$ cat src/rtl/anubis_round_seq.sv
// rtl/anubis_round_seq.sv - Anubis round sequencer for N=4..10 key words and S cycles per stage.
// Define ANUBIS_DEC_EN to build the round-key buffer and decrypt key pass.
module anubis_round_seq #(
   parameter int KEY_WORDS    = 4,
   parameter int STAGE_CYCLES = 4
) (
   input  logic                    clk,
   input  logic                    reset,
   input  logic                    in_valid,
   output logic                    in_ready,
   input  logic                    in_dec,
   input  logic [127:0]            in_text,
   input  logic [32*KEY_WORDS-1:0] in_key,
   output logic                    out_valid,
   input  logic                    out_ready,
   output logic [127:0]            out_text,
   output logic                    busy,
   output logic [4:0]              round_idx,
   output logic                    kev_go,
   output logic [32*KEY_WORDS-1:0] kev_key_o,
   input  logic [32*KEY_WORDS-1:0] kev_key_i,
   output logic                    ksel_go,
   output logic                    ksel_dec,
   input  logic [127:0]            ksel_rk_i,
   output logic                    rnd_go,
   output logic [1:0]              rnd_type,
   output logic [127:0]            rnd_state_o,
   output logic [127:0]            rnd_rk_o,
   input  logic [127:0]            rnd_state_i
);
   localparam int R  = 8 + KEY_WORDS;
   localparam int CW = (STAGE_CYCLES > 1) ? $clog2(STAGE_CYCLES) : 1;
   localparam logic [4:0]    R_IDX    = 5'(R);
   localparam logic [CW-1:0] CNT_LAST = CW'(STAGE_CYCLES - 1);

   typedef enum logic [2:0] {IDLE, LOAD, EVOLVE, SELECT, ROUND, DONE} state_t;

   state_t                  state, state_nx;
   logic [CW-1:0]           cnt;
   logic [4:0]              r;
   logic [127:0]            text_q;
   logic [127:0]            rk_q;
   logic [32*KEY_WORDS-1:0] key_q;
   logic                    dec_q;
   logic                    kpass_q;
   logic                    dec_in;
   logic                    accept;
   logic                    stage_end;
   logic                    last_round;
   logic [127:0]            rk_buf_rd;

   assign accept     = (state == IDLE) && in_valid;
   assign stage_end  = (cnt == CNT_LAST);
   assign last_round = (r == R_IDX);

`ifdef ANUBIS_DEC_EN
   localparam int IW = $clog2(R + 1);
   logic [127:0] rk_buf [0:R];

   assign dec_in   = in_dec;
   assign ksel_dec = dec_q;

   always_ff @(posedge clk) begin
      if (state == SELECT && stage_end && kpass_q)
         rk_buf[IW'(r)] <= ksel_rk_i;
   end

   // Round pass walks the buffer backwards: round r+1 needs the key selected at R-(r+1).
   assign rk_buf_rd = rk_buf[IW'(R_IDX - 5'd1 - r)];
`else
   // Without the key buffer every request is an encryption.
   assign dec_in    = 1'b0 & in_dec;
   assign ksel_dec  = 1'b0;
   assign rk_buf_rd = '0;
`endif

   always_comb begin
      state_nx = state;
      unique case (state)
         IDLE:    if (in_valid) state_nx = LOAD;
         LOAD:    state_nx = SELECT;
         SELECT:  if (stage_end) state_nx = (kpass_q && !last_round) ? EVOLVE : ROUND;
         EVOLVE:  if (stage_end) state_nx = SELECT;
         ROUND:   if (stage_end) state_nx = last_round ? DONE : (dec_q ? ROUND : EVOLVE);
         DONE:    if (out_ready) state_nx = IDLE;
         default: state_nx = IDLE;
      endcase
   end

   always_ff @(posedge clk) begin
      if (reset) begin
         state   <= IDLE;
         cnt     <= '0;
         r       <= '0;
         text_q  <= '0;
         rk_q    <= '0;
         key_q   <= '0;
         dec_q   <= 1'b0;
         kpass_q <= 1'b0;
      end else begin
         state <= state_nx;

         if (state == EVOLVE || state == SELECT || state == ROUND)
            cnt <= stage_end ? '0 : cnt + 1'b1;
         else
            cnt <= '0;

         if (accept) begin
            text_q  <= in_text;
            key_q   <= in_key;
            dec_q   <= dec_in;
            kpass_q <= dec_in;
            r       <= '0;
         end

         if (state == EVOLVE && stage_end)
            key_q <= kev_key_i;

         if (state == SELECT && stage_end) begin
            rk_q <= ksel_rk_i;
            // Key pass advances r here; the round pass restarts from r=0.
            if (kpass_q) begin
               if (last_round) begin
                  r       <= '0;
                  kpass_q <= 1'b0;
               end else begin
                  r <= r + 5'd1;
               end
            end
         end

         if (state == ROUND && stage_end) begin
            text_q <= rnd_state_i;
            if (!last_round) begin
               r <= r + 5'd1;
               if (dec_q)
                  rk_q <= rk_buf_rd;
            end
         end

         if (state == DONE && out_ready)
            r <= '0;
      end
   end

   assign in_ready    = (state == IDLE);
   assign busy        = (state != IDLE);
   assign out_valid   = (state == DONE);
   assign out_text    = (state == DONE) ? text_q : '0;
   assign round_idx   = r;
   assign kev_go      = (state == EVOLVE) && (cnt == '0);
   assign ksel_go     = (state == SELECT) && (cnt == '0);
   assign rnd_go      = (state == ROUND) && (cnt == '0);
   assign rnd_type    = (r == 5'd0) ? 2'd0 : (last_round ? 2'd2 : 2'd1);
   assign kev_key_o   = key_q;
   assign rnd_state_o = text_q;
   assign rnd_rk_o    = rk_q;
endmodule

$ cat config.mk
export PLATFORM = sky130hd
export DESIGN_NAME = anubis_round_seq
export DESIGN_NICKNAME = d
export VERILOG_FILES = /design/src/rtl/anubis_round_seq.sv
export SDC_FILE = /design/constraint.sdc
export NUM_CORES = 1
export LEC_CHECK = 0
export BUFFER_PORTS_ARGS = -buffer_cell sky130_fd_sc_hd__buf_2
export CAP_MARGIN = 20
export CORE_AREA = 2 2 457 459
export CTS_CLUSTER_DIAMETER = 100
export DETAILED_ROUTE_END_ITERATION = 7
export DIE_AREA = 0 0 459 461
export PLACE_DENSITY = 0.3
export SYNTH_ARGS = -nofsm -noshare
export SYNTH_HDL_FRONTEND = slang
export SYNTH_SLANG_ARGS = --single-unit
$ cat constraint.sdc
create_clock -name clk -period 2.5 [get_ports clk]
set_clock_uncertainty 0.15 [all_clocks]
set_input_delay 0.5 -clock clk [delete_from_list [all_inputs] [get_ports clk]]
set_output_delay 0.5 -clock clk [all_outputs]
set_load 0.01 [all_outputs]
Yosys cells after proc, flatten, opt, wreduce, memory -nomap -nowiden
Index checks and enable logic that the tools add are counted.

Mux-type cells: 25. Bitwise operators: 1. Reduce and logical (&&, ||, !) cells: 21. Equal/unequal tests: 12. $add $sub $neg: 2.

Operators with widths (count): $mux W128 (5); $mux W5 (6); $mux W3 (7); $pmux W3 S6 (1); $logic_and A1 B1 Y1 (9); $ne A2 B2 Y1 const B (4); $eq A3 B2 Y1 const B (2); $eq A3 B3 Y1 const B (2); $add A5 B1 Y5 const B (1); $eq A5 B4 Y1 const B (1); $logic_not A5 Y1 (1); $reduce_and A5 Y1 (1); $mux W1 (4); $mux W2 (2); $reduce_bool A2 Y1 (2); $eq A3 B1 Y1 const B (1); $logic_not A3 Y1 (1); $reduce_bool A3 Y1 (1); $reduce_or A3 Y1 (1); $add A2 B1 Y2 const B (1); $eq A2 B2 Y1 const B (1); $logic_not A2 Y1 (1); $logic_or A1 B1 Y1 (2); $ne A2 B1 Y1 const B (1); 3 further kinds (3).

Input port bits: 645. Flip-flop bits (word level): 395. Logic and storage cells: 68.

Logic depth before layout (Yosys ltp)
Gate-level depths: netlist of the first run.

Depth in word-level cells: 7. Depth in mapped cells: 7. Gate-level depth less buffers: 7.

Least setup slack after synthesis of the first run
Ideal clock, no wire load.

Path type: register to output. Start: reg state[0]. End: out out_text[100]. Buffers on the path: 3. Arrival time: 1351 ps. Stages on the path, launching flop included: 6. Slack: 499 ps. Data required time: 1850 ps. Cell sequence: dfxtp_1 > buf_2 > and3b_1 > clkbuf_1 > clkbuf_1 > and2_1.

Longest elaborated chain between the ends: 2.

RTL lines: start, declared (line 38) `state_t state, state_nx;`; start signal, assigned (line 101) `state <= state_nx;`; $eq A3 B3 Y1 (line 149) `assign out_text = (state == DONE) ? text_q : '0;`; $mux W128 (line 149); end, declared (line 16) `output logic [127:0] out_text,`.

No other way between the ends.

Worst setup path in the final report of the first run
Start: reg state[1]. End: out out_text[38].

Same word-level chain as after synthesis.

==> results.md, run 1 <==
- Clk slew on worst S/H paths: 0.06 ns
- Initial Utilization: 8.437%
- Via density: 3.339
- Slew headroom: 58.29%
- Ys Warns: 0
- Synth area leaders: dfxtp_1 45%, mux2i_1 15%, a211oi_1 11%, nand2_1 5.6%, nor2_1 5.6%
- Fin crit period: 2.696 ns
- Data required, critical path: 1.85 ns
- Gpl congestion: 0.9772
- Critical Path Start Type: register
- Fin util: 17.31%
- First-pass GRT wire length: 177,300 microns
- Final Hold Fails: 0
- DR pass1 iterations: 5
- Failing checks: setup timing
- Final nets: 4,335
- GRT Total Usage: 11.74%
- CTS Buffer Depth: 3
- Final setup margin: -0.1955 ns
- Share of cells above drive strength 1: 39.88%
- Post-synth EDFFs: 0
- Die height: 461 microns
- WL final: 131,200 microns
- Commonest non-fill, non-tap cell in the layout: buf_2
- CP Max Fanout: 7
- Fill count: 23,510
- CTS Buf Count: 55
- Synth Register Bits: 395
- Synthesized Nets: 2,586
- Peak Freq: 371.0 MHz
- Die ar.: 211,600 sq um
- Global route overflow: 0
- Slew Limit Fails: 0
- Run status: complete, but fails checks
- Vias: 21,510
- Synth top area share: 45.40%
- # setup viols final: 130
- FFs w/ async S/R, synth: 0%
- Site Rows: 167
- Tot Pwr: 18.85 mW
- Clock sink count: 395
- # Max-Cap Violations: 0
- Post-synth cell types: 43
- CTS tree: done
- Power Dens Cells: 527.6 nW/um^2
- IR drop worst, VDD: 0.5190 mV
- Syn Area/Cell: 8.992 sq um
- Post-DP HPWL: 103,100 microns
- Gate Count Post-Synth: 1,937
- Antenna violations before repair: 33
- Core area: 206,400 sq um
- Most used DFF post-synth: dfxtp_1
- IO buf count: 1,168
- Area Overhead vs Synth: 105.1%
- Worst setup EP type: primary output
- Synth area leader: dfxtp_1
- Final ANT Viol Nets: 0
- I/O pin count: 1,171
- RSZ-0062 raised after global routing: true
- DRC Markers: 0
- Mapped cell area: 17,420 sq um
- H-tree Lvls: 2
- Commonest cells after routing, fill and taps aside: 1,063 x buf_2, 578 x dlygate4sd3_1, 388 x dfxtp_1, 262 x nor2_1, 261 x nand2_1
- Type of the worst setup path: register to primary output
- HP Class: primary input to register
- Maximum number of pins on one net before global-route repair: 91
- Vias in the first global route: 22,350
- 1st-iter DRT viols: 791
- Register area share after synthesis: 45.40%
- Critical path arrival: 2.05 ns
- WL/cell: 20.37 microns
- Worst-Skew Late Latency: 0.67 ns
- Tcrit/Tclk final: 107.8%
- Die W: 459 microns
- Measured slew at the worst slew-check pin: 0.6249 ns
- Clock Tree Root: clkbuf_16
- Leak: 15.60 nW
==> metal layers <==
metal  global-route usage [%]  vias to the layer above  part of all wire [%]  routed length (microns)
met5                        0                        -                 0.075                       99
met4                    4.231                       16                   3.4                     4420
met3                    4.347                      167                   8.9                    11680
met2                    19.17                      951                    46                    59860
met1                    13.99                    10150                    42                    55180
li1                         -                    10230                     -                        -
==> where the power goes <==
| part | total (mW) | switching [mW] | internal [mW] |
|---|---|---|---|
| Clock | 8.18 | 3.42 | 4.76 |
| Combinational | 3.65 | 1.70 | 1.95 |
| Sequential | 7.02 | 0.368 | 6.65 |
| Total | 18.8 | 5.48 | 13.4 |
==> sequential cells by signal (all words and copies together), names as in the netlist <==
signal,flops
rnd_rk_o,128
kev_key_o,128
rnd_state_o,128
round_idx,5
cnt,2
state,3
kpass_q,1
==> layout make-up <==
| cell class | count | area [sq um] | area share [%] |
|---|---|---|---|
| well taps | 2704 | 3383 | 9.469 |
| repair buffers | 1872 | 13880 | 38.85 |
| flip-flops and latches | 395 | 7924 | 22.18 |
| inverters | 10 | 37.54 | 0.1051 |
| clock inverters | 18 | 254.0 | 0.7109 |
| clock buffers | 79 | 1567 | 4.385 |
| multi-input cells | 1352 | 8646 | 24.20 |
| diodes | 14 | 35.03 | 0.09806 |
==> cell families after synthesis <==
logic type	after synthesis	synth area share, %
AO/OA/AOI/OAI	404	15.54
XOR/XNOR	1	0.05029
adder cells (fa/ha/maj)	4	0.2873
buffers and inverters	190	6.609
flip-flops	395	45.40
multiplexers	258	14.84
other	1	0.02153
AND/OR/NAND/NOR	684	17.25
==> final timing paths <==
check             slack (ns)                           end  cells past startpoint                        from
setup / recovery       -0.20                  out_text[38]                      6       state[1]$_SDFFE_PP0P_
hold / removal          0.06   kev_key_o[125]$_SDFFE_PP0P_                      2                       reset
setup reg to reg        0.07  rnd_state_o[64]$_SDFFE_PP0P_                      9       state[1]$_SDFFE_PP0P_
hold reg to reg         0.30    rnd_rk_o[125]$_SDFFE_PP0N_                      2  rnd_rk_o[125]$_SDFFE_PP0N_
==> timing repair <==
item                       4_1_cts  5_1_grt
buffers inserted                20        3
pin swaps                       14        5
hold buffers                   578        0
resized for setup              147      116
gates cloned                     9        3
hold endpoints to repair       382        0
setup endpoints to repair      136      148
==> worst max-delay path: stages (launching register included) <==
cell and delay (ns):
dfxtp_2 0.31, and3b_4 0.36, buf_12 0.13, buf_12 0.14, clkbuf_16 0.18, and2_4 0.15
buf_6 0.09
==> through the flow <==
stage | std cells | worst slack (ns) | hold WS [ns] | area [sq um] | TNS [ns]
5_1_grt | 6439 | -0.2773 | 0.02745 | 35720 | -28.64
4_1_cts | 6427 | -0.3092 | 0.0004017 | 35210 | -32.39
2_1_floorplan | 1937 | 0.4989 | 0.2673 | 17420 | 0
3_5_place_dp | 5724 | 0.1695 | 0.2900 | 26660 | 0
6_report | 6444 | -0.1955 | 0.06150 | 35730 | -16.11
3_3_place_gp | 5724 | 0.2049 | 0.2884 | 26660 | 0
==> Yosys cell counts (5+ instances only) <==
cell and instances:
a21oi_1 132, buf_4 5, dfxtp_1 395, a211oi_1 259
nor3_1 5, buf_2 22, clkbuf_1 118, inv_1 10
mux2i_1 256, nor2_1 262, nand2_1 262, and2_1 129
buf_1 9, buf_12 22
Power figures use the tool's default switching activity.
==> run 2, diff against run 1 <==
--- a/config.mk
+++ b/config.mk
@@ -12,6 +12,7 @@
 export DETAILED_ROUTE_END_ITERATION = 7
 export DIE_AREA = 0 0 459 461
 export PLACE_DENSITY = 0.3
+export SETUP_SLACK_MARGIN = 0.1
 export SYNTH_ARGS = -nofsm -noshare
 export SYNTH_HDL_FRONTEND = slang
 export SYNTH_SLANG_ARGS = --single-unit
==> run 2 against run 1 <==
Compared with the run above:
- the run still ends with setup timing left
- cell count is 0.43% higher
- sequential power about the same
- setup slack got worse by 0.052 ns
- count of clock-buffer cells in the layout is the same
- total power hardly changed
- register-to-register slack improved by 0.09 ns
- sequential share of layout area down 0.30 points
- non-clock buffer count grew 22
- design area up 1.4%
- combinational power is essentially flat
- critical path type unchanged
- flip-flop and latch count unchanged
- highest routed layer unchanged
==> results.md, run 2 (synthesis results as in run 1) <==
- Cell family with most CP delay: buffers and inverters
- Placement Cell Area: 26,660 sq um
- Final setup margin: -0.2478 ns
- # Max-Cap Violations: 0
- Slew headroom: 58.36%
- Fin crit period: 2.748 ns
- I/O pin count: 1,171
- Type of the worst setup path: register to primary output
- Worst Reg2Reg Path Length in Cells: 9
- Cell area after layout: 36,230 sq um
- Worst setup EP type: primary output
- Critical path cell sequence: and3b_4, buf_12, buf_8, clkbuf_16, and2_4, buf_6
- WL/cell: 20.37 microns
- Leak: 15.77 nW
- Core area: 206,400 sq um
- Fin util: 17.55%
- CP Max Fanout: 8
- Slowest CP cell: and3b_4
- # setup viols final: 130
- Power Dens Cells: 519.9 nW/um^2
- Post-DP HPWL: 103,100 microns
- Hold Path Sink: kev_key_o[125]$_SDFFE_PP0P_
- Initial Utilization: 8.437%
- Final ANT Viol Nets: 0
- Clock Tree Root: clkbuf_16
- Failing checks: setup timing
- DR pass1 iterations: 5
- Measured slew at the worst slew-check pin: 0.6237 ns
- Data required, critical path: 1.85 ns
- Global route overflow: 0
- CTS tree: done
- Gpl congestion: 0.9772
- IR drop worst, VDD: 0.5181 mV
- Clk slew on worst S/H paths: 0.06 ns
- Vias in the first global route: 22,360
- DRC Markers: 0
- Hold path startpoint: reset
- Die W: 459 microns
- First-pass GRT wire length: 177,400 microns
- Critical Path Start Type: register
- Flop-to-flop setup slack: 0.16 ns
- Antenna violations before repair: 34
- Via density: 3.335
- FF-to-FF End: rnd_state_o[63]$_SDFFE_PP0P_
- 1st-iter DRT viols: 793
- GRT Total Usage: 11.74%
- Slew Limit Fails: 0
- Vias: 21,590
- Worst R2R Start: state[1]$_SDFFE_PP0P_
- Critical path arrival: 2.10 ns
- Die ar.: 211,600 sq um
- CTS Buf Count: 55
- Commonest non-fill, non-tap cell in the layout: buf_2
- Hold Path Cell Cnt: 2
- Share of cells above drive strength 1: 40.80%
- HP Class: primary input to register
- Worst path max stage delay: 0.36 ns
- Maximum number of pins on one net before global-route repair: 91
- Tcrit/Tclk final: 109.9%
- IO buf count: 1,168
- Peak Freq: 363.9 MHz
- Die height: 461 microns
- Site Rows: 167
- CTS Buffer Depth: 3
- RSZ-0062 raised after global routing: true
- H-tree Lvls: 2
- Area Overhead vs Synth: 108.0%
- Clock sink count: 395
- Final Hold Fails: 0
- WL final: 131,900 microns
- Final nets: 4,357
- Worst-Skew Late Latency: 0.67 ns
- Run status: complete, but fails checks
- Commonest cells after routing, fill and taps aside: 1,041 x buf_2, 578 x dlygate4sd3_1, 388 x dfxtp_1, 262 x nor2_1, 261 x nand2_1
- WP buf/inv: 4
==> run 2: cell type report <==
cell class	instances	area, sq um
sequential	395	7926
clock buffer	79	1567
timing repair buffer	1894	14310
inverter	10	40.04
fill	23450	170200
clock inverter	18	254.0
antenna	20	50.05
multi-input combinational	1352	8706
tap	2704	3383
==> run 2: through the flow <==
step / setup TNS (ns) / hold slack [ns] / worst slack (ns) / std cells / power [mW]
after floorplan: 0 / 0.2673 / 0.4989 / 1937 / 8.421
after global placement: 0 / 0.2884 / 0.2049 / 5724 / 9.991
after detailed placement: 0 / 0.2900 / 0.1695 / 5724 / 9.979
after CTS: -32.67 / 0.0004017 / -0.3092 / 6436 / 19.28
after global routing: -31.47 / 0.02745 / -0.3203 / 6465 / 19.74
final: -19.59 / 0.06426 / -0.2478 / 6472 / 18.84
==> run 2: worst max-delay path by stage <==
stage	from	endpoint	slack (ns)	cells after the start
final	state[1]$_SDFFE_PP0P_	out_text[124]	-0.25	6
after global routing	state[1]$_SDFFE_PP0P_	out_text[124]	-0.32	6
after CTS	state[1]$_SDFFE_PP0P_	out_text[99]	-0.31	6
after detailed placement	in_valid	rnd_state_o[57]$_SDFFE_PP0P_	0.17	6
after global placement	in_valid	rnd_state_o[57]$_SDFFE_PP0P_	0.20	6
after floorplan	state[0]$_SDFFE_PP0P_	out_text[100]	0.50	5
==> run 2: metal layers <==
metal | up-vias | global-route usage (%) | share of wire [%] | routed length [microns]
met5 | - | 0.1607 | 0.067 | 88
met4 | 14 | 4.231 | 3.5 | 4589
met3 | 171 | 4.296 | 8.6 | 11340
met2 | 953 | 19.17 | 46 | 60200
met1 | 10160 | 14.03 | 42 | 55640
li1 | 10290 | - | - | -
==> run 2: where the power goes <==
| group | total [mW] | switching, mW | internal [mW] |
|---|---|---|---|
| logic | 3.65 | 1.70 | 1.95 |
| registers | 7.02 | 0.372 | 6.65 |
| clock network | 8.17 | 3.40 | 4.76 |
| total | 18.8 | 5.48 | 13.4 |
==> run 2: timing repair <==
action | in CTS | in global routing
pin swaps | 13 | 8
hold endpoints to repair | 382 | 0
cloned | 9 | 7
hold buffers | 578 | 0
setup endpoints to repair | 136 | 144
resized for setup | 149 | 164
buffers inserted | 28 | 9
==> run 3, diff against run 2 <==
--- a/config.mk
+++ b/config.mk
@@ -11,6 +11,7 @@
 export CTS_CLUSTER_DIAMETER = 100
 export DETAILED_ROUTE_END_ITERATION = 7
 export DIE_AREA = 0 0 459 461
+export MAX_ROUTING_LAYER = met4
 export PLACE_DENSITY = 0.3
 export SETUP_SLACK_MARGIN = 0.1
 export SYNTH_ARGS = -nofsm -noshare
==> run 3 against run 2 <==
Compared with the run above:
- the flow still finishes with violations (setup timing)
- die area stayed put
- non-clock buffer count is 5 higher
- cell count is 0.15% higher
- worst hold slack worse by 0.026 ns
- register-to-register slack hardly changed
- count of clock-buffer cells in the layout is 4 higher
- critical path type unchanged
==> results.md, run 3 (synthesis results as in run 1) <==
- Commonest cells after routing, fill and taps aside: 1,085 x buf_2, 587 x dlygate4sd3_1, 387 x dfxtp_1, 262 x nor2_1, 260 x nand2_1
- GRT Total Usage: 12.04%
- Final Hold Fails: 0
- Worst R2R Start: state[2]$_SDFFE_PP0P_
- Peak Freq: 353.5 MHz
- Fin crit period: 2.829 ns
- Inst Count DP: 5,731
- RSZ-0062 raised after global routing: true
- Run status: complete, but fails checks
- Worst Reg2Reg Path Length in Cells: 8
- Die W: 459 microns
- Sequential Power Share: 37.7%
- Antenna violations before repair: 38
- Hold Path Cell Cnt: 3
- WL final: 131,400 microns
- Combinational share of power: 19.6%
- Via density: 3.329
- Cell family with most CP delay: buffers and inverters
- Commonest non-fill, non-tap cell in the layout: buf_2
- Power Dens Cells: 519.6 nW/um^2
- Cell depth of the worst setup path: 7
- Die ar.: 211,600 sq um
- CP startpoint: state[1]$_SDFFE_PP0P_
- Share of cells above drive strength 1: 39.78%
- # Max-Cap Violations: 0
- I/O pin count: 1,171
- CP endpoint: out_text[105]
- DR pass1 iterations: 5
- DRC Markers: 0
- CTS Buf Count: 56
- Vias: 21,580
- Vias in the first global route: 22,040
- Final nets: 4,363
- First-pass GRT wire length: 176,200 microns
- CTS tree: done
- Gpl congestion: 0.9883
- Worst-Skew Late Latency: 0.70 ns
- Data required, critical path: 1.85 ns
- Area Overhead vs Synth: 105.7%
- Sw Ratio: 29.82%
- Critical path arrival: 2.18 ns
- 1st-iter DRT viols: 935
- Share of total power in the clock network: 42.7%
- Type of the worst setup path: register to primary output
- WL/cell: 20.26 microns
- Total negative slack: -32.41 ns
- Cell area after layout: 35,830 sq um
- Critical Path Start Type: register
- HP Class: primary input to register
- Critical path cell sequence: and3b_4, buf_12, buf_12, buf_12, clkbuf_16, and2_4, buf_6
- Core area: 206,400 sq um
- Site Rows: 167
- Failing checks: setup timing
- Final setup margin: -0.3291 ns
- WP buf/inv: 5
- Cell mode on critical path: buf_12
- Worst setup EP type: primary output
- Slew headroom: 56.02%
- Tcrit/Tclk final: 113.2%
- Final ANT Viol Nets: 0
- Sw Pwr: 5.550 mW
- Internal power: 13.06 mW
- CTS Buffer Depth: 3
- H-tree Lvls: 2
- FF-to-FF End: rnd_state_o[6]$_SDFFE_PP0P_
- Initial Utilization: 8.437%
- Worst path max stage delay: 0.36 ns
- Clock sink count: 395
- Clk slew on worst S/H paths: 0.06 ns
- CP Max Fanout: 7
- Maximum number of pins on one net before global-route repair: 86
- IR drop worst, VDD: 0.4838 mV
- Leak: 15.65 nW
- Global route overflow: 0
- Die height: 461 microns
- Slew Limit Fails: 0
- Slowest CP cell: dfxtp_4
- Measured slew at the worst slew-check pin: 0.6528 ns
- # setup viols final: 129
- IO buf count: 1,168
- Clock Tree Root: clkbuf_16
- Flop-to-flop setup slack: 0.15 ns
- Non-filler instance count after layout: 6,482
- Placement Cell Area: 26,710 sq um
- Post-DP HPWL: 103,800 microns
- Fill count: 23,520
[run 3: changes by cell type in the layout (fill, tap and decap cells not counted), sizes merged]
cell	change
clkinvlp	-1
clkinv	+5
inv	-1
bufinv	-4
dlygate4sd3	+9
diode	+2
[run 3: worst min path at each step]
stage | slack, ns | from | to
after floorplan | 0.27 | cnt[0]$_SDFF_PP0_ | cnt[0]$_SDFF_PP0_
after global placement | 0.29 | cnt[0]$_SDFF_PP0_ | cnt[0]$_SDFF_PP0_
after detailed placement | 0.29 | rnd_rk_o[14]$_SDFFE_PP0N_ | rnd_rk_o[14]$_SDFFE_PP0N_
after CTS | 0.0001 | out_ready | round_idx[3]$_SDFF_PP0_
after global routing | 0.02 | kev_key_i[110] | kev_key_o[110]$_SDFFE_PP0P_
final | 0.04 | ksel_rk_i[94] | rnd_rk_o[94]$_SDFFE_PP0N_
[run 3: layout make-up]
type / count / area, sq um / area share [%]
diodes: 22 / 55.05 / 0.1537
clock inverters: 17 / 160.2 / 0.4470
well taps: 2704 / 3383 / 9.443
inverters: 10 / 42.54 / 0.1187
repair buffers: 1899 / 14010 / 39.10
multi-input cells: 1352 / 8635 / 24.10
flip-flops and latches: 395 / 7930 / 22.13
clock buffers: 83 / 1613 / 4.502
[run 3: per-stage QoR]
step	setup slack [ns]	power, mW	utilization, %	hold slack, ns
floorplan	0.4989	8.421	-	0.2673
global placement	0.1666	9.955	12.94	0.2865
detailed placement	0.1583	9.945	12.94	0.2930
CTS	-0.4180	19.02	17.04	0.0001165
global route	-0.4274	19.51	17.35	0.02235
finish	-0.3291	18.61	17.35	0.03797
[run 3: worst register-to-register path: stages (launching register included)]
cell and delay (ns):
dfxtp_2 0.33, buf_6 0.12, buf_4 0.13, nor4b_4 0.34, buf_4 0.22, buf_16 0.21, buf_16 0.32, mux2i_1 0.28
a211oi_1 0.10
[run 3: power by group through the flow]
stage / Sequential, mW / Combinational, mW / Clock (mW)
2_1_floorplan: 7.12 / 1.30 / 0
3_5_place_dp: 7.14 / 2.80 / 0
3_3_place_gp: 7.14 / 2.81 / 0
5_1_grt: 7.06 / 3.90 / 8.56
4_1_cts: 7.01 / 3.65 / 8.36
6_report: 7.02 / 3.65 / 7.94
[run 3: what timing repair did]
action	in CTS	in global routing
hold endpoints to repair	380	0
hold buffers	587	0
endpoints found under the setup margin	136	141
cloned	6	2
resized for setup	117	131
pin swaps	3	17
setup buffers	26	8
[run 3: layer usage]
layer  routed length, microns  GRT usage (%)  up-vias
met3                    11780          4.265      158
met4                     4135          3.861        0
met2                    60050          19.17      991
li1                         -              -    10310
met5                        0              -        -
met1                    55390          14.09    10120
